$ cat config.mk
export PLATFORM = sky130hd
export DESIGN_NAME = spi_rx_frame
export DESIGN_NICKNAME = d
export VERILOG_FILES = /design/src/rtl/spi_rx_frame.sv
export SDC_FILE = /design/constraint.sdc
export NUM_CORES = 1
export LEC_CHECK = 0
export ABC_CLOCK_PERIOD_IN_PS = 3960
export BUFFER_PORTS_ARGS = -buffer_cell sky130_fd_sc_hd__buf_2
export CAP_MARGIN = 20
export CORE_MARGIN = 8
export CORE_UTILIZATION = 25
export CTS_BUF_LIST = sky130_fd_sc_hd__clkbuf_4
export CTS_CLUSTER_DIAMETER = 30
export DETAILED_ROUTE_END_ITERATION = 6
export SLEW_MARGIN = 20
export SYNTH_ARGS = -nofsm -noshare
export SYNTH_HDL_FRONTEND = slang
export SYNTH_SLANG_ARGS = --single-unit
$ cat constraint.sdc
create_clock -name clk -period 3.96 [get_ports clk]
set_input_delay 0.198 -clock clk [delete_from_list [all_inputs] [get_ports clk]]
set_output_delay 0.198 -clock clk [all_outputs]
set_load 0.01 [all_outputs]
$ cat src/rtl/spi_rx_frame.sv
// SPI slave receive front end: synchronises the SPI pins, assembles whole frames,
// and holds one frame for a valid/ready consumer. Optional macro: SPI_RX_FRAME_TIMEOUT_EN.
module spi_rx_frame #(
    parameter int unsigned WORD_WIDTH     = 2,
    parameter int unsigned WORD_COUNT     = 16,
    parameter int unsigned SYNC_DEPTH     = 2,
    parameter int unsigned TIMEOUT_CYCLES = 1024,
    localparam int unsigned FRAME_BITS    = WORD_WIDTH * WORD_COUNT,
    localparam int unsigned CNT_W         = $clog2(FRAME_BITS + 1)
) (
    input  logic                  clk,
    input  logic                  nrst,
    input  logic                  spi_clk,
    input  logic                  spi_en,
    input  logic                  spi_data,
    input  logic                  sample_negedge,
    input  logic                  msb_first,
    output logic                  frame_valid,
    input  logic                  frame_ready,
    output logic [FRAME_BITS-1:0] frame_data,
    output logic [CNT_W-1:0]      bit_count,
    output logic                  overrun,
    output logic                  short_frame
);

    typedef enum logic [1:0] {
        IDLE = 2'd0,
        RECV = 2'd1,
        DONE = 2'd2
    } state_e;

    state_e                state_q, state_d;
    logic [SYNC_DEPTH-1:0] sclk_sync_q, en_sync_q, dat_sync_q;
    logic                  sclk_prev_q, en_prev_q;
    logic                  neg_q, neg_d;
    logic                  msb_q, msb_d;
    logic [FRAME_BITS-1:0] shift_q, shift_d, shifted_c;
    logic [CNT_W-1:0]      cnt_q, cnt_d;
    logic                  valid_q, valid_d;
    logic [FRAME_BITS-1:0] data_q, data_d;
    logic                  ovr_q, ovr_d;
    logic                  short_q, short_d;
    logic                  complete_c;
    logic                  sclk_s, en_s, dat_s;
    logic                  sample_edge_c, en_rise_c, en_fall_c;

`ifdef SPI_RX_FRAME_TIMEOUT_EN
    localparam int unsigned TO_W = $clog2(TIMEOUT_CYCLES + 1);
    logic [TO_W-1:0] idle_q, idle_d;
`endif

    // Pin synchronisers plus one extra stage for edge detection
    always_ff @(posedge clk or negedge nrst) begin
        if (!nrst) begin
            sclk_sync_q <= '0;
            en_sync_q   <= '0;
            dat_sync_q  <= '0;
            sclk_prev_q <= 1'b0;
            en_prev_q   <= 1'b0;
        end else begin
            sclk_sync_q <= {sclk_sync_q[SYNC_DEPTH-2:0], spi_clk};
            en_sync_q   <= {en_sync_q[SYNC_DEPTH-2:0], spi_en};
            dat_sync_q  <= {dat_sync_q[SYNC_DEPTH-2:0], spi_data};
            sclk_prev_q <= sclk_sync_q[SYNC_DEPTH-1];
            en_prev_q   <= en_sync_q[SYNC_DEPTH-1];
        end
    end

    assign sclk_s        = sclk_sync_q[SYNC_DEPTH-1];
    assign en_s          = en_sync_q[SYNC_DEPTH-1];
    assign dat_s         = dat_sync_q[SYNC_DEPTH-1];
    assign sample_edge_c = neg_q ? (sclk_prev_q & ~sclk_s) : (~sclk_prev_q & sclk_s);
    assign en_rise_c     = en_s & ~en_prev_q;
    assign en_fall_c     = ~en_s & en_prev_q;
    assign shifted_c     = msb_q ? {shift_q[FRAME_BITS-2:0], dat_s}
                                 : {dat_s, shift_q[FRAME_BITS-1:1]};

    always_ff @(posedge clk or negedge nrst) begin
        if (!nrst) begin
            state_q <= IDLE;
            neg_q   <= 1'b0;
            msb_q   <= 1'b0;
            shift_q <= '0;
            cnt_q   <= '0;
            valid_q <= 1'b0;
            data_q  <= '0;
            ovr_q   <= 1'b0;
            short_q <= 1'b0;
`ifdef SPI_RX_FRAME_TIMEOUT_EN
            idle_q  <= '0;
`endif
        end else begin
            state_q <= state_d;
            neg_q   <= neg_d;
            msb_q   <= msb_d;
            shift_q <= shift_d;
            cnt_q   <= cnt_d;
            valid_q <= valid_d;
            data_q  <= data_d;
            ovr_q   <= ovr_d;
            short_q <= short_d;
`ifdef SPI_RX_FRAME_TIMEOUT_EN
            idle_q  <= idle_d;
`endif
        end
    end

    // Frame FSM; an enable drop takes priority over a coincident sample edge
    always_comb begin
        state_d    = state_q;
        neg_d      = neg_q;
        msb_d      = msb_q;
        shift_d    = shift_q;
        cnt_d      = cnt_q;
        short_d    = 1'b0;
        complete_c = 1'b0;
`ifdef SPI_RX_FRAME_TIMEOUT_EN
        idle_d     = '0;
`endif
        case (state_q)
            IDLE: begin
                if (en_rise_c) begin
                    shift_d = '0;
                    cnt_d   = '0;
                    neg_d   = sample_negedge;
                    msb_d   = msb_first;
                    state_d = RECV;
                end
            end
            RECV: begin
                if (en_fall_c) begin
                    short_d = (cnt_q < CNT_W'(FRAME_BITS));
                    shift_d = '0;
                    cnt_d   = '0;
                    state_d = IDLE;
                end else if (sample_edge_c) begin
                    shift_d = shifted_c;
                    cnt_d   = cnt_q + CNT_W'(1);
                    if (cnt_q == CNT_W'(FRAME_BITS - 1)) begin
                        complete_c = 1'b1;
                        state_d    = DONE;
                    end
`ifdef SPI_RX_FRAME_TIMEOUT_EN
                end else if (idle_q == TO_W'(TIMEOUT_CYCLES - 1)) begin
                    short_d = 1'b1;
                    shift_d = '0;
                    cnt_d   = '0;
                    state_d = DONE;
                end else begin
                    idle_d = idle_q + TO_W'(1);
`endif
                end
            end
            DONE: begin
                if (en_fall_c) begin
                    state_d = IDLE;
                end
            end
            default: state_d = IDLE;
        endcase
    end

    // Holding register: accept-and-reload in one cycle, drop the new frame if full
    always_comb begin
        valid_d = valid_q;
        data_d  = data_q;
        ovr_d   = 1'b0;
        if (complete_c && (!valid_q || frame_ready)) begin
            valid_d = 1'b1;
            data_d  = shifted_c;
        end else begin
            if (complete_c) begin
                ovr_d = 1'b1;
            end
            if (valid_q && frame_ready) begin
                valid_d = 1'b0;
            end
        end
    end

    assign frame_valid = valid_q;
    assign frame_data  = data_q;
    assign bit_count   = cnt_q;
    assign overrun     = ovr_q;
    assign short_frame = short_q;

endmodule
# Word level (Yosys, flattened, before mapping)
# Index checks and enable logic that the tools add are counted.
[totals] regBits=85 word_cells=67
[op_classes] add_sub_neg=1 n_lt_le_gt_ge=1 n_eq_ne=7 mux=26 n_bitwise=8 n_reduce_logical=10
[ops] operator="2-to-1 mux 32 bit" count=4
[ops] operator="one-hot mux 32 bit (2 select lines)" count=1
[ops] operator="2-to-1 mux 6 bit" count=3
[ops] operator="one-hot mux 6 bit (2 select lines)" count=1
[ops] operator="2-to-1 mux 1 bit" count=11
[ops] operator="2-to-1 mux 2 bit" count=5
[ops] operator="adder 6 x 1 -> 6 bit, second input constant" count=1
[ops] operator="== test 6 x 5 -> 1 bit, second input constant" count=1
[ops] operator="less-than comparator 6 bit, second input constant" count=1
[ops] operator="inequality test 3 bit, second input constant" count=2
[ops] operator="one-hot mux 2 bit (3 select lines)" count=1
[ops] operator="AND 1 bit" count=4
[ops] operator="inequality test 2 bit, second input constant" count=2
[ops] operator="NOT 1 bit" count=4
[ops] operator="AND reduction 4 bit" count=1
[ops] operator="nonzero test 2 bit" count=2
[ops] operator="AND reduction 3 bit" count=1
[ops] operator="== test 2 x 1 -> 1 bit, second input constant" count=1
[ops] operator="== test 2 bit, second input constant" count=1
[ops] operator="logical AND 1 bit" count=2
[ops] operator="logical NOT 2 bit" count=1
[ops] operator="AND reduction 2 bit" count=1
[ops] operator="logical NOT 1 bit" count=1
[ops] operator="logical OR 1 bit" count=1

# Longest topological paths before layout
[depth] ltp_word=8 ltp_mapped=6 mapped_depth_nobuf=5

# Least setup slack after synthesis
# Ideal clock, no wire load.
[synth_path] path_kind="flip-flop to flip-flop" start="register sclk_prev_q" end="register data_q[10] (netlist: frame_data[10])" setup_ns=0.125 arrival_time_ns=1.704 path_slack_ns=2.131 stages_incl_launch_ff=6 path_buffers=1 period_less_slack_ns=1.829 cell_sequence="dfrtp_1 or3b_4 a211oi_4 nand3_2 buf_6 mux2_4"
[synth_between] elab_chain_len=7 elab_cells_between_ends=8
[synth_rtl] item="start: declaration" line_no="34" rtl="logic sclk_prev_q, en_prev_q;"
[synth_rtl] item="start signal: assignment" line_no="64" rtl="sclk_prev_q <= sclk_sync_q[SYNC_DEPTH-1];"
[synth_rtl] item="NOT 1 bit" line_no="72" rtl="assign sample_edge_c = neg_q ? (sclk_prev_q & ~sclk_s) : (~sclk_prev_q & sclk_s);"
[synth_rtl] item="AND 1 bit" line_no="72"
[synth_rtl] item="2-to-1 mux 1 bit *" line_no="72"
[synth_rtl] item="2-to-1 mux 1 bit *" line_no="136" rtl="end else if (sample_edge_c) begin"
[synth_rtl] item="2-to-1 mux 1 bit *" line_no="131" rtl="if (en_fall_c) begin"
[synth_rtl] item="2-to-1 mux 1 bit *" line_no="120" rtl="case (state_q)"
[synth_rtl] item="logical AND 1 bit *" line_no="168" rtl="if (complete_c && (!valid_q || frame_ready)) begin"
[synth_rtl] item="end signal: assignment" line_no="99" rtl="data_q <= data_d;"
[synth_rtl] item="end: declaration" line_no="40" rtl="logic [FRAME_BITS-1:0] data_q, data_d;"
# Mark *: on every way between the ends. The rest lies on a longest branch, timed or not.
# A chain may end at the register's enable or synchronous reset.

# Final worst setup path
[layout_path] start="register sclk_prev_q" end="register data_q[27] (netlist: frame_data[27])"
# Same word-level chain as after synthesis.

==> run_results.csv <==
group,metric,value,unit
run_status,outcome,"complete, no violations",
clock_tree,cts_htree_levels,3,
yosys,yosys-top-cells-area,"sky130_fd_sc_hd__dfrtp_1 59%, sky130_fd_sc_hd__mux2i_1 8.3%, sky130_fd_sc_hd__mux2_2 6.6%",
global_routing,grt.overflow.total,0,
sta,achievable-frequency,390,MHz
worst_setup_path,cpLargestDelayFamily,"simple AND/OR/NAND/NOR gates",
yosys,yosysTopAreaCellShare,59.0,%
power,ir_worst_vdd,0.317,mV
worst_setup_path,cell_type_with_the_highest_occurrence_count_on_the_critical_path,"sky130_fd_sc_hd__buf_4",
detailed_routing,via_per_inst,4.38,
worst_setup_path,worst-path-max-fanout,24,
placed_design,buffer_ports.inserted,48,
worst_setup_path,r2r_setup_slack,1.40,ns
yosys,post_synth_inst_count,257,
sta,timing.final.crit_share,64.7,%
floorplanning,die_width,136,um
worst_setup_path,reg2regPathDepth,6,
clock_tree,tritoncts.num_buffers,9,
yosys,synthesis.area_per_instance,14.0,um2
worst_setup_path,regToRegEndpoint,"frame_data[27]",
yosys,number_of_flops_mapped_to_enable_cells_by_yosys,0,
detailed_routing,detailed_route_iter0_violations,115,
yosys,ys_seq_area_share,59.0,%
sta,tns,0,ns
clock_tree,cts_tree,"built",
detailed_routing,num_vias,2198,
sta,final-setup-viol-count,0,
clock_tree,worst_skew_pair.late_latency,0.43,ns
sta,maxSlewHeadroom,39.0,%
detailed_routing,wl_met2,3.35,mm
power,p_leak,2.19,nW
sta,fin_worst_skew,0.0166,ns
floorplanning,num_rows,44,
finish,stdcell_count,502,
floorplanning,die_area,18500,um2
floorplanning,boundary_pins,49,
finish,synthToLayoutAreaGrowth,17.5,%
power,comb_power_share,11.5,%
finish,finalCoreUtilization,29.6,%
floorplanning,fp.dieH,136,um
detailed_routing,detail_route.wirelength.met1,3.45,mm
finish,ant_cells,0,
clock_tree,postCtsSetupRepairBufs,0,
yosys,synth_most_common_cell,"sky130_fd_sc_hd__dfrtp_1",
sta,timing.final.max_slew_violations,0,
yosys,synth_top_cell_by_area,"sky130_fd_sc_hd__dfrtp_1",
worst_setup_path,worst_ep_arrival_time,2.88,ns
sta,worstMarginPinSlew,0.914,ns
worst_setup_path,cp_slowest_stage_delay,0.53,ns
global_routing,grt_pass1_vias,2301,
worst_setup_path,cp_cell_sequence,"or3b_4, a211oi_4, buf_4, nand3_2, buf_4, mux2i_1",
finish,proportion_of_layout_cells_with_a_drive_suffix_above_1,33.3,%
detailed_routing,routedWlPerCell,14.5,um
placed_design,gp_routability_congestion,0.731,
clock_tree,cts_num_sinks,85,
yosys,synthesis.area,3600,um2
global_routing,grt_start_max_net_pins,86,
detailed_routing,drt_first_pass_iters,4,
detailed_routing,detail_route.drc_violations,0,
worst_hold_path,min_path_cells,3,
detailed_routing,detail_route.wirelength,7.30,mm
global_routing,grt.total_usage,8.40,%
finish,finish.net_count,322,
power,power.share.clock,30.2,%
clock_tree,max-clock-path-buffers,2,
worst_hold_path,hold_path_class,"input port to register",
worst_setup_path,crit_path_start_kind,"register",
sta,finalWorstPathRequiredPeriod,2.56,ns
worst_setup_path,cp_data_required_time,4.28,ns
yosys,netlist-cell-type-count,33,
worst_hold_path,timing.hold.worst_endpoint,"overrun",
worst_setup_path,path_class,"register to register",
worst_setup_path,slowest_stage,"sky130_fd_sc_hd__nand3_2",
power,net-switching-power,0.000431,W
power,power_frac_seq,58.3,%
worst_setup_path,critPathCaptureType,"register",
detailed_routing,antenna_left,0,
global_routing,antenna_violations_before_repair,0,
worst_setup_path,reg2reg_from,"sclk_prev_q",
placed_design,placed_cells,480,
power,cellPowerDensity,380,nW/um2
power,p_sw_share,26.7,%
yosys,async_set_or_reset_register_ratio_after_synthesis,100,%
floorplanning,area_of_the_placeable_core,14300,um2
sta,hold_violations,0,
clock_tree,clk_pin_slew,0.13,ns
sta,final.hold.worst_slack,0.0864,ns
placed_design,hpwlAfterDp,5.00,mm
worst_setup_path,critPathBufInv,2,
yosys,dominantRegCellSynth,"sky130_fd_sc_hd__dfrtp_1",
sta,grt_setup_unrepaired,"no",
yosys,synth.net_count,266,
yosys,synth.top_cells.by_count,"85 x sky130_fd_sc_hd__dfrtp_1, 30 x sky130_fd_sc_hd__mux2i_1, 21 x sky130_fd_sc_hd__mux2_2",
run,max_cap_viol,0,
detailed_routing,top_layer,"met4",
power,power,0.00161,W
detailed_routing,dr_wl_met3,402,um
global_routing,first_pass_grt_wire_length,12.1,mm
clock_tree,cts_root_buffer,"sky130_fd_sc_hd__clkbuf_4",
floorplanning,initial_core_util,25.2,%
yosys,yosysWarningCount,0,
worst_hold_path,startpoint_of_the_most_critical_hold_path,"frame_ready",
power,p_int,0.00118,W
yosys,synth.ff_latch_count,85,
routing by layer:
layer,global-route usage (%),vias up
li1,-,1056
met1,10.6,1091
met2,12.6,43
met3,3.44,8
met4,2.93,0
met5,0,-
flip-flops by register name, indices dropped and copies added, names as in the netlist, 2 cells and up:
register and count:
bit_count 6, dat_sync_q 2, en_sync_q 2, frame_data 32, sclk_sync_q 2, shift_q 32, state_q 2
final cells by class:
| cell class | instances | area (um2) |
|---|---|---|
| flip-flops and latches | 85 | 2130 |
| clock buffers | 11 | 82.6 |
| clock inverters | 5 | 51.3 |
| repair buffers | 58 | 337 |
| multi-input cells | 143 | 1350 |
| fillers | 1487 | 10100 |
| well taps | 184 | 230 |
| inverters | 16 | 60.1 |
stage by stage:
| step | setup WS [ns] | cell area, um2 |
|---|---|---|
| 2_1_floorplan | 2.13 | 3600 |
| 3_3_place_gp | 1.43 | 4040 |
| 3_5_place_dp | 1.37 | 4040 |
| 4_1_cts | 1.35 | 4230 |
| 5_1_grt | 1.26 | 4240 |
| 6_report | 1.40 | 4240 |
power groups by stage:
stage	sequential [W]	combinational (W)	clock, W
after floorplan	0.000937	0.000135	0
after global placement	0.000956	0.000181	0
after detailed placement	0.000958	0.000185	0
after CTS	0.000941	0.000190	0.000511
after global routing	0.000948	0.000204	0.000540
final	0.000940	0.000185	0.000486
how the worst max path moves through the flow:
stage	slack, ns	cells past startpoint	from	end
2_1_floorplan	2.13	5	sclk_prev_q	frame_data[10]
3_3_place_gp	1.43	6	sclk_prev_q	frame_data[24]
3_5_place_dp	1.37	6	neg_q	frame_data[17]
6_report	1.40	6	sclk_prev_q	frame_data[27]
5_1_grt	1.26	6	neg_q	frame_data[17]
4_1_cts	1.35	6	neg_q	frame_data[26]
layout by cell type, fill, tap and decap left out, drive strengths merged, types with 2 or more instances in the layout:
cell         instances
dfrtp               85
buf                 52
mux2                36
mux2i               30
a22o                18
inv                 16
o2bb2ai             15
clkbuf              11
dlygate4sd3          6
nand2b               4
nand2                4
nor2                 4
a21oi                4
a31oi                4
nand3                3
clkinv               3
nor3                 2
nand3b               2
nor2b                2
a2111oi              2
or3                  2
or3b                 2
worst min-delay path: cells and delay by family:
family | cells | cell delay (ns)
buf+inv | 1 | 0.07
simple gates | 2 | 0.23
timing repair:
item                      in CTS  in global routing
hold buffers                   6                  0
gates resized for setup        0                  0
hold endpoints to repair      90                  0
kinds of logic (layout without fill, tap and decap cells):
kind of cell / after synthesis / count (layout) / synth area share [%]
buffers and inverters: 29 / 90 / 3.61
AOI/OAI and AO/OA: 49 / 49 / 11.5
and+or+nand+nor: 27 / 27 / 4.37
muxes: 66 / 66 / 21.1
adders and majority gates: 1 / 1 / 0.347
DFF: 85 / 85 / 59.0
(Power assumes the default switching activity.)
